## src/rtl/ahbl_arbiter_if.sv

```systemverilog
// Bus bundle for the AHB-lite N:1 arbiter: flattened per-master upstream
// ports plus the single shared downstream port. The arbiter takes the
// slave view (it serves the upstream masters); the environment takes master.
interface ahbl_arbiter_if #(
    parameter int N_PORTS = 2,
    parameter int W_ADDR  = 32,
    parameter int W_DATA  = 32
);
    // upstream, one slice per master
    logic [N_PORTS-1:0]        src_hready;
    logic [N_PORTS-1:0]        src_hready_resp;
    logic [N_PORTS-1:0]        src_hresp;
    logic [N_PORTS*W_ADDR-1:0] src_haddr;
    logic [N_PORTS-1:0]        src_hwrite;
    logic [N_PORTS*2-1:0]      src_htrans;
    logic [N_PORTS*3-1:0]      src_hsize;
    logic [N_PORTS*3-1:0]      src_hburst;
    logic [N_PORTS*4-1:0]      src_hprot;
    logic [N_PORTS-1:0]        src_hmastlock;
    logic [N_PORTS*W_DATA-1:0] src_hwdata;
    logic [N_PORTS*W_DATA-1:0] src_hrdata;
    logic [N_PORTS-1:0]        src_hexcl;
    logic [N_PORTS*8-1:0]      src_hmaster;
    logic [N_PORTS-1:0]        src_hexokay;

    // downstream, single port
    logic              dst_hready;
    logic              dst_hready_resp;
    logic              dst_hresp;
    logic [W_ADDR-1:0] dst_haddr;
    logic              dst_hwrite;
    logic [1:0]        dst_htrans;
    logic [2:0]        dst_hsize;
    logic [2:0]        dst_hburst;
    logic [3:0]        dst_hprot;
    logic              dst_hmastlock;
    logic [W_DATA-1:0] dst_hwdata;
    logic [W_DATA-1:0] dst_hrdata;
    logic              dst_hexcl;
    logic [7:0]        dst_hmaster;
    logic              dst_hexokay;

    modport slave (
        input  src_hready, src_haddr, src_hwrite, src_htrans, src_hsize,
               src_hburst, src_hprot, src_hmastlock, src_hwdata, src_hexcl,
               src_hmaster,
        output src_hready_resp, src_hresp, src_hrdata, src_hexokay,
        output dst_hready, dst_haddr, dst_hwrite, dst_htrans, dst_hsize,
               dst_hburst, dst_hprot, dst_hmastlock, dst_hwdata, dst_hexcl,
               dst_hmaster,
        input  dst_hready_resp, dst_hresp, dst_hrdata, dst_hexokay
    );

    modport master (
        output src_hready, src_haddr, src_hwrite, src_htrans, src_hsize,
               src_hburst, src_hprot, src_hmastlock, src_hwdata, src_hexcl,
               src_hmaster,
        input  src_hready_resp, src_hresp, src_hrdata, src_hexokay,
        input  dst_hready, dst_haddr, dst_hwrite, dst_htrans, dst_hsize,
               dst_hburst, dst_hprot, dst_hmastlock, dst_hwdata, dst_hexcl,
               dst_hmaster,
        output dst_hready_resp, dst_hresp, dst_hrdata, dst_hexokay
    );
endinterface

```

## src/rtl/ahbl_arbiter.sv

```systemverilog
// AHB-lite N:1 round-robin arbiter. Uncontested requests pass straight
// through in the same cycle; losers are captured in a per-master address
// buffer and stalled until their transfer completes downstream. A master
// holding hmastlock is re-granted while it keeps requesting.
module ahbl_arbiter #(
    parameter int N_PORTS = 2,
    parameter int W_ADDR  = 32,
    parameter int W_DATA  = 32
) (
    input logic           clk,
    input logic           rst_n,
    ahbl_arbiter_if.slave bus
);
    localparam int         PTR_W       = (N_PORTS > 1) ? $clog2(N_PORTS) : 1;
    localparam logic [1:0] HTRANS_IDLE = 2'b00;

    logic [N_PORTS-1:0] live_req;
    logic [N_PORTS-1:0] req;
    logic [N_PORTS-1:0] grant;
    logic [N_PORTS-1:0] buf_valid;
    logic [N_PORTS-1:0] mast_d;
    logic [N_PORTS-1:0] stall_d;
    logic               mast_lock;
    logic               lock_hold;
    logic [PTR_W-1:0]   rr_ptr;
    logic [PTR_W-1:0]   rr_next;
    logic [PTR_W-1:0]   gnt_idx;
    logic [PTR_W-1:0]   hi_idx;
    logic [PTR_W-1:0]   lo_idx;
    logic               hi_hit;

    // captured address phases of masters that lost arbitration
    logic [W_ADDR-1:0]  buf_haddr     [N_PORTS];
    logic [1:0]         buf_htrans    [N_PORTS];
    logic [2:0]         buf_hsize     [N_PORTS];
    logic [2:0]         buf_hburst    [N_PORTS];
    logic [3:0]         buf_hprot     [N_PORTS];
    logic [7:0]         buf_hmaster   [N_PORTS];
    logic [N_PORTS-1:0] buf_hwrite;
    logic [N_PORTS-1:0] buf_hmastlock;
    logic [N_PORTS-1:0] buf_hexcl;

    // live request = active htrans while the master's own hready is high
    always_comb begin
        live_req = '0;
        for (int i = 0; i < N_PORTS; i++) begin
            live_req[i] = bus.src_hready[i] & bus.src_htrans[2*i+1];
        end
        req = live_req | buf_valid;
    end

    // a locked data-phase owner that requests again keeps the bus
    always_comb begin
        lock_hold = mast_lock & (|(mast_d & req));
    end

    // round-robin pick: lowest requester at or above rr_ptr, else lowest overall
    always_comb begin
        grant   = '0;
        gnt_idx = '0;
        hi_idx  = '0;
        lo_idx  = '0;
        hi_hit  = 1'b0;
        for (int i = N_PORTS - 1; i >= 0; i--) begin
            if (req[i]) begin
                lo_idx = PTR_W'(i);
            end
            if (req[i] && (PTR_W'(i) >= rr_ptr)) begin
                hi_idx = PTR_W'(i);
                hi_hit = 1'b1;
            end
        end
        if (lock_hold) begin
            for (int i = 0; i < N_PORTS; i++) begin
                if (mast_d[i]) begin
                    gnt_idx = PTR_W'(i);
                end
            end
        end else begin
            gnt_idx = hi_hit ? hi_idx : lo_idx;
        end
        // nothing is granted while the downstream slave is inserting wait states
        if (bus.dst_hready_resp && (|req)) begin
            for (int i = 0; i < N_PORTS; i++) begin
                grant[i] = (PTR_W'(i) == gnt_idx);
            end
        end
        rr_next = (gnt_idx == PTR_W'(N_PORTS - 1)) ? '0 : gnt_idx + 1'b1;
    end

    // downstream address phase: buffered copy if present, else live signals
    always_comb begin
        bus.dst_haddr     = '0;
        bus.dst_hwrite    = 1'b0;
        bus.dst_htrans    = HTRANS_IDLE;
        bus.dst_hsize     = '0;
        bus.dst_hburst    = '0;
        bus.dst_hprot     = '0;
        bus.dst_hmastlock = 1'b0;
        bus.dst_hexcl     = 1'b0;
        bus.dst_hmaster   = '0;
        for (int i = 0; i < N_PORTS; i++) begin
            if (grant[i]) begin
                if (buf_valid[i]) begin
                    bus.dst_haddr     = buf_haddr[i];
                    bus.dst_hwrite    = buf_hwrite[i];
                    bus.dst_htrans    = buf_htrans[i];
                    bus.dst_hsize     = buf_hsize[i];
                    bus.dst_hburst    = buf_hburst[i];
                    bus.dst_hprot     = buf_hprot[i];
                    bus.dst_hmastlock = buf_hmastlock[i];
                    bus.dst_hexcl     = buf_hexcl[i];
                    bus.dst_hmaster   = buf_hmaster[i];
                end else begin
                    bus.dst_haddr     = bus.src_haddr[i*W_ADDR +: W_ADDR];
                    bus.dst_hwrite    = bus.src_hwrite[i];
                    bus.dst_htrans    = bus.src_htrans[i*2 +: 2];
                    bus.dst_hsize     = bus.src_hsize[i*3 +: 3];
                    bus.dst_hburst    = bus.src_hburst[i*3 +: 3];
                    bus.dst_hprot     = bus.src_hprot[i*4 +: 4];
                    bus.dst_hmastlock = bus.src_hmastlock[i];
                    bus.dst_hexcl     = bus.src_hexcl[i];
                    bus.dst_hmaster   = bus.src_hmaster[i*8 +: 8];
                end
            end
        end
    end

    // data phase: write data from the owner, responses routed back to it
    always_comb begin
        bus.dst_hwdata      = '0;
        bus.dst_hready      = bus.dst_hready_resp;
        bus.src_hrdata      = {N_PORTS{bus.dst_hrdata}};
        bus.src_hresp       = mast_d & {N_PORTS{bus.dst_hresp}};
        bus.src_hexokay     = mast_d & {N_PORTS{bus.dst_hexokay}};
        bus.src_hready_resp = '1;
        for (int i = 0; i < N_PORTS; i++) begin
            if (mast_d[i]) begin
                bus.dst_hwdata         = bus.src_hwdata[i*W_DATA +: W_DATA];
                bus.src_hready_resp[i] = bus.dst_hready_resp;
            end else if (buf_valid[i] || stall_d[i]) begin
                bus.src_hready_resp[i] = 1'b0;
            end
        end
    end

    // arbitration state; advances only when the downstream data phase completes
    always_ff @(posedge clk or negedge rst_n) begin
        if (!rst_n) begin
            buf_valid <= '0;
            mast_d    <= '0;
            stall_d   <= '0;
            mast_lock <= 1'b0;
            rr_ptr    <= '0;
        end else begin
            buf_valid <= (buf_valid | live_req) & ~grant;
            if (bus.dst_hready_resp) begin
                mast_d    <= grant;
                stall_d   <= grant & buf_valid;
                mast_lock <= bus.dst_hmastlock;
                if (|grant) begin
                    rr_ptr <= rr_next;
                end
            end
        end
    end

    // capture the address phase of every live request that was not granted
    always_ff @(posedge clk) begin
        for (int i = 0; i < N_PORTS; i++) begin
            if (live_req[i] && !grant[i]) begin
                buf_haddr[i]     <= bus.src_haddr[i*W_ADDR +: W_ADDR];
                buf_hwrite[i]    <= bus.src_hwrite[i];
                buf_htrans[i]    <= bus.src_htrans[i*2 +: 2];
                buf_hsize[i]     <= bus.src_hsize[i*3 +: 3];
                buf_hburst[i]    <= bus.src_hburst[i*3 +: 3];
                buf_hprot[i]     <= bus.src_hprot[i*4 +: 4];
                buf_hmastlock[i] <= bus.src_hmastlock[i];
                buf_hexcl[i]     <= bus.src_hexcl[i];
                buf_hmaster[i]   <= bus.src_hmaster[i*8 +: 8];
            end
        end
    end
endmodule

```

## src/flat_wrapper.sv

```systemverilog
// flat-port wrapper written by rule: the top's interface ports become plain ports
module ahbl_arbiter_flat 
#(
    parameter int N_PORTS = 2,
    parameter int W_ADDR  = 32,
    parameter int W_DATA  = 32
)
  (clk, rst_n, bus_src_hready, bus_src_haddr, bus_src_hwrite, bus_src_htrans, bus_src_hsize, bus_src_hburst, bus_src_hprot, bus_src_hmastlock, bus_src_hwdata, bus_src_hexcl, bus_src_hmaster, bus_src_hready_resp, bus_src_hresp, bus_src_hrdata, bus_src_hexokay, bus_dst_hready, bus_dst_haddr, bus_dst_hwrite, bus_dst_htrans, bus_dst_hsize, bus_dst_hburst, bus_dst_hprot, bus_dst_hmastlock, bus_dst_hwdata, bus_dst_hexcl, bus_dst_hmaster, bus_dst_hready_resp, bus_dst_hresp, bus_dst_hrdata, bus_dst_hexokay);
  ahbl_arbiter_if #(.N_PORTS(N_PORTS), .W_ADDR(W_ADDR), .W_DATA(W_DATA)) bus_i ();
  input logic clk;
  input logic rst_n;
  input wire logic [$bits(bus_i.src_hready)-1:0] bus_src_hready;
  input wire logic [$bits(bus_i.src_haddr)-1:0] bus_src_haddr;
  input wire logic [$bits(bus_i.src_hwrite)-1:0] bus_src_hwrite;
  input wire logic [$bits(bus_i.src_htrans)-1:0] bus_src_htrans;
  input wire logic [$bits(bus_i.src_hsize)-1:0] bus_src_hsize;
  input wire logic [$bits(bus_i.src_hburst)-1:0] bus_src_hburst;
  input wire logic [$bits(bus_i.src_hprot)-1:0] bus_src_hprot;
  input wire logic [$bits(bus_i.src_hmastlock)-1:0] bus_src_hmastlock;
  input wire logic [$bits(bus_i.src_hwdata)-1:0] bus_src_hwdata;
  input wire logic [$bits(bus_i.src_hexcl)-1:0] bus_src_hexcl;
  input wire logic [$bits(bus_i.src_hmaster)-1:0] bus_src_hmaster;
  output wire logic [$bits(bus_i.src_hready_resp)-1:0] bus_src_hready_resp;
  output wire logic [$bits(bus_i.src_hresp)-1:0] bus_src_hresp;
  output wire logic [$bits(bus_i.src_hrdata)-1:0] bus_src_hrdata;
  output wire logic [$bits(bus_i.src_hexokay)-1:0] bus_src_hexokay;
  output wire logic [$bits(bus_i.dst_hready)-1:0] bus_dst_hready;
  output wire logic [$bits(bus_i.dst_haddr)-1:0] bus_dst_haddr;
  output wire logic [$bits(bus_i.dst_hwrite)-1:0] bus_dst_hwrite;
  output wire logic [$bits(bus_i.dst_htrans)-1:0] bus_dst_htrans;
  output wire logic [$bits(bus_i.dst_hsize)-1:0] bus_dst_hsize;
  output wire logic [$bits(bus_i.dst_hburst)-1:0] bus_dst_hburst;
  output wire logic [$bits(bus_i.dst_hprot)-1:0] bus_dst_hprot;
  output wire logic [$bits(bus_i.dst_hmastlock)-1:0] bus_dst_hmastlock;
  output wire logic [$bits(bus_i.dst_hwdata)-1:0] bus_dst_hwdata;
  output wire logic [$bits(bus_i.dst_hexcl)-1:0] bus_dst_hexcl;
  output wire logic [$bits(bus_i.dst_hmaster)-1:0] bus_dst_hmaster;
  input wire logic [$bits(bus_i.dst_hready_resp)-1:0] bus_dst_hready_resp;
  input wire logic [$bits(bus_i.dst_hresp)-1:0] bus_dst_hresp;
  input wire logic [$bits(bus_i.dst_hrdata)-1:0] bus_dst_hrdata;
  input wire logic [$bits(bus_i.dst_hexokay)-1:0] bus_dst_hexokay;
  assign bus_i.src_hready = bus_src_hready;
  assign bus_i.src_haddr = bus_src_haddr;
  assign bus_i.src_hwrite = bus_src_hwrite;
  assign bus_i.src_htrans = bus_src_htrans;
  assign bus_i.src_hsize = bus_src_hsize;
  assign bus_i.src_hburst = bus_src_hburst;
  assign bus_i.src_hprot = bus_src_hprot;
  assign bus_i.src_hmastlock = bus_src_hmastlock;
  assign bus_i.src_hwdata = bus_src_hwdata;
  assign bus_i.src_hexcl = bus_src_hexcl;
  assign bus_i.src_hmaster = bus_src_hmaster;
  assign bus_src_hready_resp = bus_i.src_hready_resp;
  assign bus_src_hresp = bus_i.src_hresp;
  assign bus_src_hrdata = bus_i.src_hrdata;
  assign bus_src_hexokay = bus_i.src_hexokay;
  assign bus_dst_hready = bus_i.dst_hready;
  assign bus_dst_haddr = bus_i.dst_haddr;
  assign bus_dst_hwrite = bus_i.dst_hwrite;
  assign bus_dst_htrans = bus_i.dst_htrans;
  assign bus_dst_hsize = bus_i.dst_hsize;
  assign bus_dst_hburst = bus_i.dst_hburst;
  assign bus_dst_hprot = bus_i.dst_hprot;
  assign bus_dst_hmastlock = bus_i.dst_hmastlock;
  assign bus_dst_hwdata = bus_i.dst_hwdata;
  assign bus_dst_hexcl = bus_i.dst_hexcl;
  assign bus_dst_hmaster = bus_i.dst_hmaster;
  assign bus_i.dst_hready_resp = bus_dst_hready_resp;
  assign bus_i.dst_hresp = bus_dst_hresp;
  assign bus_i.dst_hrdata = bus_dst_hrdata;
  assign bus_i.dst_hexokay = bus_dst_hexokay;
  ahbl_arbiter #(.N_PORTS(N_PORTS), .W_ADDR(W_ADDR), .W_DATA(W_DATA)) u_core (.clk(clk), .rst_n(rst_n), .bus(bus_i));
endmodule
```

## config.mk

```make
export PLATFORM = sky130hd
export DESIGN_NAME = ahbl_arbiter_flat
export DESIGN_NICKNAME = d
export VERILOG_FILES = /design/src/rtl/ahbl_arbiter_if.sv /design/src/rtl/ahbl_arbiter.sv /design/src/flat_wrapper.sv
export SDC_FILE = /design/constraint.sdc
export NUM_CORES = 1
export LEC_CHECK = 0
export CAP_MARGIN = 20
export CELL_PAD_IN_SITES_DETAIL_PLACEMENT = 0
export CELL_PAD_IN_SITES_GLOBAL_PLACEMENT = 2
export CORE_UTILIZATION = 23
export DETAILED_ROUTE_END_ITERATION = 10
export GPL_TIMING_DRIVEN = 0
export PLACE_DENSITY_LB_ADDON = 0.3
export SLEW_MARGIN = 20
export SYNTH_ARGS = -nofsm -noshare
export SYNTH_HDL_FRONTEND = slang
export SYNTH_SLANG_ARGS = --single-unit
```

## constraint.sdc

```tcl
create_clock -name clk -period 5.2 [get_ports clk]
set_clock_uncertainty 0.2 [all_clocks]
set_input_delay 1.04 -clock clk [delete_from_list [all_inputs] [get_ports clk]]
set_output_delay 1.04 -clock clk [all_outputs]
set_load 0.01 [all_outputs]
```

# After elaboration in Yosys (flattened, before gate mapping)
# Memories as Yosys holds them, arrays and structs flattened.
# Index checks and enable logic that the tools add are counted.
totals:
  ff_bits: 14
  ramBits: 104
  memories: 6
  elab_cells: 100
  mem_bits_ro: 0
  latchBits: 0
  out_inout_bits: 158
memory_table:
  columns: ["memory", "depth", "word_bits", "rd", "rd_clocked_by_memory_dff", "wr", "line_no", "text"]
  rows:
  - ["u_core.buf_haddr", 2, 32, 2, 0, 2, "ahbl_arbiter.sv:33", "logic [W_ADDR-1:0] buf_haddr [N_PORTS];"]
  - ["u_core.buf_hmaster", 2, 8, 2, 0, 2, "ahbl_arbiter.sv:38", "logic [7:0] buf_hmaster [N_PORTS];"]
  - ["u_core.buf_hprot", 2, 4, 2, 0, 2, "ahbl_arbiter.sv:37", "logic [3:0] buf_hprot [N_PORTS];"]
  - ["u_core.buf_hburst", 2, 3, 2, 0, 2, "ahbl_arbiter.sv:36", "logic [2:0] buf_hburst [N_PORTS];"]
  - ["u_core.buf_hsize", 2, 3, 2, 0, 2, "ahbl_arbiter.sv:35", "logic [2:0] buf_hsize [N_PORTS];"]
  - ["u_core.buf_htrans", 2, 2, 2, 0, 2, "ahbl_arbiter.sv:34", "logic [1:0] buf_htrans [N_PORTS];"]
classes:
  reduce_logical: 13
  div_mod_pow: 0
  add_sub_neg: 1
  n_eq_ne: 0
  bitwise_logic: 11
  shifts: 0
  magnitude_cmp: 2
  n_mul: 0
  muxes: 56
ops:
  columns: ["cell", "n"]
  rows:
  - ["$mux W32", 6]
  - ["$mux W8", 4]
  - ["$mux W1", 29]
  - ["$mux W3", 8]
  - ["$mux W4", 4]
  - ["$and A2 B2 Y2", 5]
  - ["$mux W2", 5]
  - ["$reduce_or A2 Y1", 3]
  - ["$logic_and A1 B1 Y1", 5]
  - ["$and A1 B1 Y1", 3]
  - ["$ge A1 B1 Y1 const A", 2]
  - ["$logic_not A1 Y1", 2]
  - ["$logic_or A1 B1 Y1", 2]
  - ["$not A2 Y2", 1]
  - ["$or A2 B2 Y2", 1]
  - ["$reduce_and A2 Y1", 1]
  - ["$add A1 B1 Y1 const B", 1]
  - ["$not A1 Y1", 1]

# Longest topological paths before layout
depth:
  ltp_word: 13
  depth_mapped: 7
  ltp_nobuf: 4

# Worst setup path before layout
# OpenSTA, ideal clock, no wires.
synth_timing:
  path_type: "input to register"
  startpoint: "in bus_src_hready[0]"
  endpoint: "mem u_core.buf_haddr[0][0] (enable)"
  t_arrival_ps: 4487
  cell_stages: 5
  setup_ps: 486
  n_path_buf: 2
  required_time_ps: 4514
  slack_ps: 27
  path_cell_list: "a21oi_1 o32ai_2 buf_4 buf_2 a21oi_1"
synth_lines:
  columns: ["element", "line_no", "text"]
  rows:
  - ["from (decl)", "flat_wrapper.sv:12", "input wire logic [$bits(bus_i.src_hready)-1:0] bus_src_hready;"]
  - ["to (decl)", "ahbl_arbiter.sv:33", null]

# Worst setup path in the final report
layout_timing:
  startpoint: "in bus_src_htrans[1]"
  endpoint: "out bus_dst_htrans[1]"
layout_between:
  elab_chain_cells: 10
  word_cells_on_any_way: 18
  classes_between: "mux: 9; bitwise: 5; reduce/logical: 4"
layout_lines:
  columns: ["element", "line_no", "text"]
  rows:
  - ["from (decl)", "flat_wrapper.sv:15", "input wire logic [$bits(bus_i.src_htrans)-1:0] bus_src_htrans;"]
  - ["$and A1 B1 Y1", "ahbl_arbiter.sv:47", "live_req[i] = bus.src_hready[i] & bus.src_htrans[2*i+1];"]
  - ["$or A2 B2 Y2", "ahbl_arbiter.sv:49", "req = live_req | buf_valid;"]
  - ["$and A2 B2 Y2 / $logic_and A1 B1 Y1 (equally long branches)", "ahbl_arbiter.sv:54, ahbl_arbiter.sv:68", null]
  - ["$reduce_or A2 Y1 / $mux W1 (equally long branches)", "ahbl_arbiter.sv:54, ahbl_arbiter.sv:68", null]
  - ["$and A1 B1 Y1 / $mux W1 (equally long branches)", "ahbl_arbiter.sv:54, ahbl_arbiter.sv:80", null]
  - ["$mux W1", "ahbl_arbiter.sv:73", "if (lock_hold) begin"]
  - ["$not A1 Y1", "ahbl_arbiter.sv:85", "grant[i] = (PTR_W'(i) == gnt_idx);"]
  - ["$mux W2", "ahbl_arbiter.sv:83", "if (bus.dst_hready_resp && (|req)) begin"]
  - ["$mux W2", "ahbl_arbiter.sv:103", "if (grant[i]) begin"]
  - ["$mux W2 (*)", "ahbl_arbiter.sv:103", null]
  - ["to (decl)", "flat_wrapper.sv:30", "output wire logic [$bits(bus_i.dst_htrans)-1:0] bus_dst_htrans;"]
# Mark *: on every way between the ends. The rest lies on a longest branch, timed or not.

==> impl_metrics.py <==
metrics = {
    "job": {
        "cap_violations": 0,
    },
    "logic_synthesis": {
        "synth_top_area_share": 0.491,
        "ys_seq_elements": 118,
        "yosysTopAreaCell": "edfxtp_1",
        "syn_inst": 532,
        "yosysSeqAreaShare": 0.520,
        "synth_cell_type_count": 33,
        "synthTopCellsByArea": "edfxtp_1 (49%), mux2i_1 (8.0%), a211oi_2 (7.8%), buf_4 (7.6%), a211oi_1 (7.4%)",
        "netlist_area_um2": 6730,
        "syn_avg_cell_area_um2": 12.7,
        "syn_nets": 745,
        "ys_warn_count": 0,
    },
    "power": {
        "ir_worst_vdd_uv": 313,
        "power.leakage_nw": 4.03,
        "power_density_nw_per_um2": 475,
    },
    "timing": {
        "tns_ps": 0,
        "worst_pin_slew_ps": 846,
        "report.final.hold_viol_count": 0,
        "post-route-min-period_ps": 4870,
        "slew_headroom": 0.436,
        "max_freq_ghz": 0.205,
        "setup_viol": 0,
        "drv_slew": 0,
        "fin_crit_sh": 0.937,
        "rsz0062_at_grt": "no",
    },
    "floorplanning": {
        "die_w_um": 173,
        "coreArea_um2": 28800,
        "initial_core_util": 0.234,
        "pin_count": 371,
        "num_rows": 62,
        "dieArea_um2": 30000,
        "die_h_um": 173,
    },
    "hold_path": {
        "worstHoldPathType": "flip-flop to flip-flop",
    },
    "clock_tree": {
        "cts.path.max_buffers": 2,
        "cts.repair.resized": 0,
        "cts_setup_buffers": 0,
        "clk_latency_ps": 410,
        "numCtsBuffers": 17,
        "postCtsHoldBufs": 0,
        "ctsHtreeMaxLevel": 4,
        "clkTransAtPathRegs_ps": 60,
        "cts_num_sinks": 118,
        "cts_root_buffer": "clkbuf_16",
        "cts_tree": "done",
    },
    "worst_setup_path": {
        "crit_path_top_delay_cell": "a32oi_1",
        "cpLargestDelayFamily": "compound AO/OA/AOI/OAI gates",
        "crit_chain": "clkdlybuf4s50_1 > a21o_1 > a32oi_1 > a211oi_1 > a211oi_1 > clkdlybuf4s50_1",
        "critPathCaptureType": "output port",
        "cp_max_fo": 7,
        "setup.worst_path.class": "primary input to output port",
        "cp.required_ps": 3960,
        "worst-path-buf-inv": 2,
        "cp_slowest_stage_delay_ps": 710,
        "crit_path_start_kind": "primary input",
        "crit_arrival_ps": 3630,
    },
    "place": {
        "dp_hpwl_um": 20300,
        "place_congestion": 0.752,
        "portBuffers": 338,
    },
    "outcome": {
        "status": "completed",
    },
    "global_route": {
        "use_met1": 0.206,
        "grtUsageMet2": 0.283,
        "grt_pass1_wl_um": 37800,
        "gr-total-overflow": 0,
        "gr-usage-all-layers": 0.169,
        "met3_usage": 0.0686,
        "grt_antenna_before_repair": 4,
        "grt_max_degree": 21,
        "grt_busiest_layer": "met2",
        "first_global_vias": 5765,
    },
    "detailed_routing": {
        "firstDrtPassIters": 4,
        "avgRoutedWirePerCell_um": 19.7,
        "drc_errors": 0,
        "via_per_inst": 4.34,
        "drt_iter0_drc": 215,
        "totalWireLength_um": 25400,
        "drtAntennaViolNets": 0,
        "vias": 5603,
    },
    "final_layout": {
        "layout_commonest_cell": "clkdlybuf4s50_1",
        "syn_to_final_growth_pct": 69.0,
        "antenna_cells": 0,
        "final_cell_mix": "clkdlybuf4s50_1 (338), edfxtp_1 (110), buf_4 (68)",
        "seqCellArea_um2": 3500,
        "multiInputGateArea_um2": 2490,
        "fillers": 2812,
        "drive_above_1_share": 0.195,
        "finalNetCount": 1108,
        "post-route-util": 0.395,
    },
}
-- report_power, final --
part           internal [mW]  total [mW]  leakage [nW]  switching, mW
sequential              1.16        1.20          1.12         0.0375
clock                  0.720        1.21         0.292          0.495
combinational           1.43        2.99          2.61           1.56
-- flip-flops by register name (all words and copies together), names as in the netlist, 4 cells and up --
| name | cells |
|---|---|
| u_core.buf_hsize | 6 |
| u_core.buf_hburst | 6 |
| u_core.buf_hmaster | 16 |
| u_core.buf_hprot | 8 |
| u_core.buf_htrans | 4 |
| u_core.buf_haddr | 64 |
-- Yosys cell counts --
| cell type | number |
|---|---|
| nor2_1 | 1 |
| clkbuf_1 | 16 |
| buf_4 | 68 |
| a21bo_2 | 1 |
| and2_1 | 4 |
| o22ai_1 | 4 |
| buf_1 | 5 |
| mux2i_1 | 54 |
| a21o_1 | 2 |
| nor2b_1 | 54 |
| o31ai_1 | 2 |
| dfrtp_1 | 8 |
| a32oi_1 | 1 |
| a21boi_1 | 1 |
| a22o_1 | 31 |
| o32ai_2 | 1 |
| edfxtp_1 | 110 |
| a211oi_1 | 66 |
| mux2_2 | 1 |
| o21ai_1 | 1 |
| inv_1 | 4 |
| o211ai_1 | 1 |
| nand2b_1 | 1 |
| nand2_1 | 10 |
| a21oi_1 | 7 |
| buf_8 | 1 |
| buf_6 | 5 |
| nand3_1 | 6 |
| a211oi_2 | 42 |
| and2_4 | 1 |
| and3_1 | 1 |
| buf_2 | 17 |
| o21ai_0 | 5 |
-- routing by layer --
metal,vias up,share of wire
met3,16,0.085
met2,233,0.49
met5,-,0.0022
met4,8,0.0047
li1,2728,-
met1,2618,0.42
-- through the flow --
stage | instances | instance area, um2 | hold WS (ps) | worst slack [ps] | total power [mW]
global placement | 1254 | 10600 | 289 | -2770 | 4.25
floorplan | 532 | 6730 | 256 | 27.2 | 2.86
detailed placement | 1260 | 10800 | 294 | 268 | 4.27
finish | 1292 | 11400 | 303 | 328 | 5.41
CTS | 1292 | 11400 | 308 | 251 | 5.52
global route | 1292 | 11400 | 353 | 182 | 5.73
-- kinds of logic after synthesis --
group,count (synthesis),share of synthesized area
mux,55,0.0819
flops,118,0.520
buf+inv,116,0.113
compound gates,165,0.217
simple gates,78,0.0676
-- worst register-to-register path, cell delays in order, from the launching register on --
cell	delay (ps)
dfrtp_1	350
buf_2	180
a21oi_1	290
o32ai_2	160
buf_4	220
buf_2	260
a21oi_4	530
buf_16	230
buf_16	160
buf_16	180
-- area by class of cell --
| class | instances | share of cell area |
|---|---|---|
| repair buffers | 344 | 0.312 |
| flip-flops and latches | 118 | 0.308 |
| multi-input cells | 298 | 0.219 |
| plain buffers | 112 | 0.0655 |
| well taps | 384 | 0.0422 |
| clock buffers | 17 | 0.0374 |
| clock inverters | 15 | 0.0150 |
| inverters | 4 | 0.00132 |
-- path summary, 6_finish.rpt --
path	from	slack [ps]	cells after the start	endpoint
max in group asynchronous	rst_n	3770	1	u_core.mast_d[0]
min	u_core.rr_ptr	300	2	u_core.rr_ptr
max reg2reg	u_core.buf_valid[0]	2150	9	u_core.buf_haddr[0][17]
max	bus_src_htrans[1]	330	6	bus_dst_htrans[1]
min reg2reg	u_core.rr_ptr	300	2	u_core.rr_ptr
min in group asynchronous	rst_n	730	1	u_core.mast_lock
No activity file was read; power rests on OpenSTA's default activity.
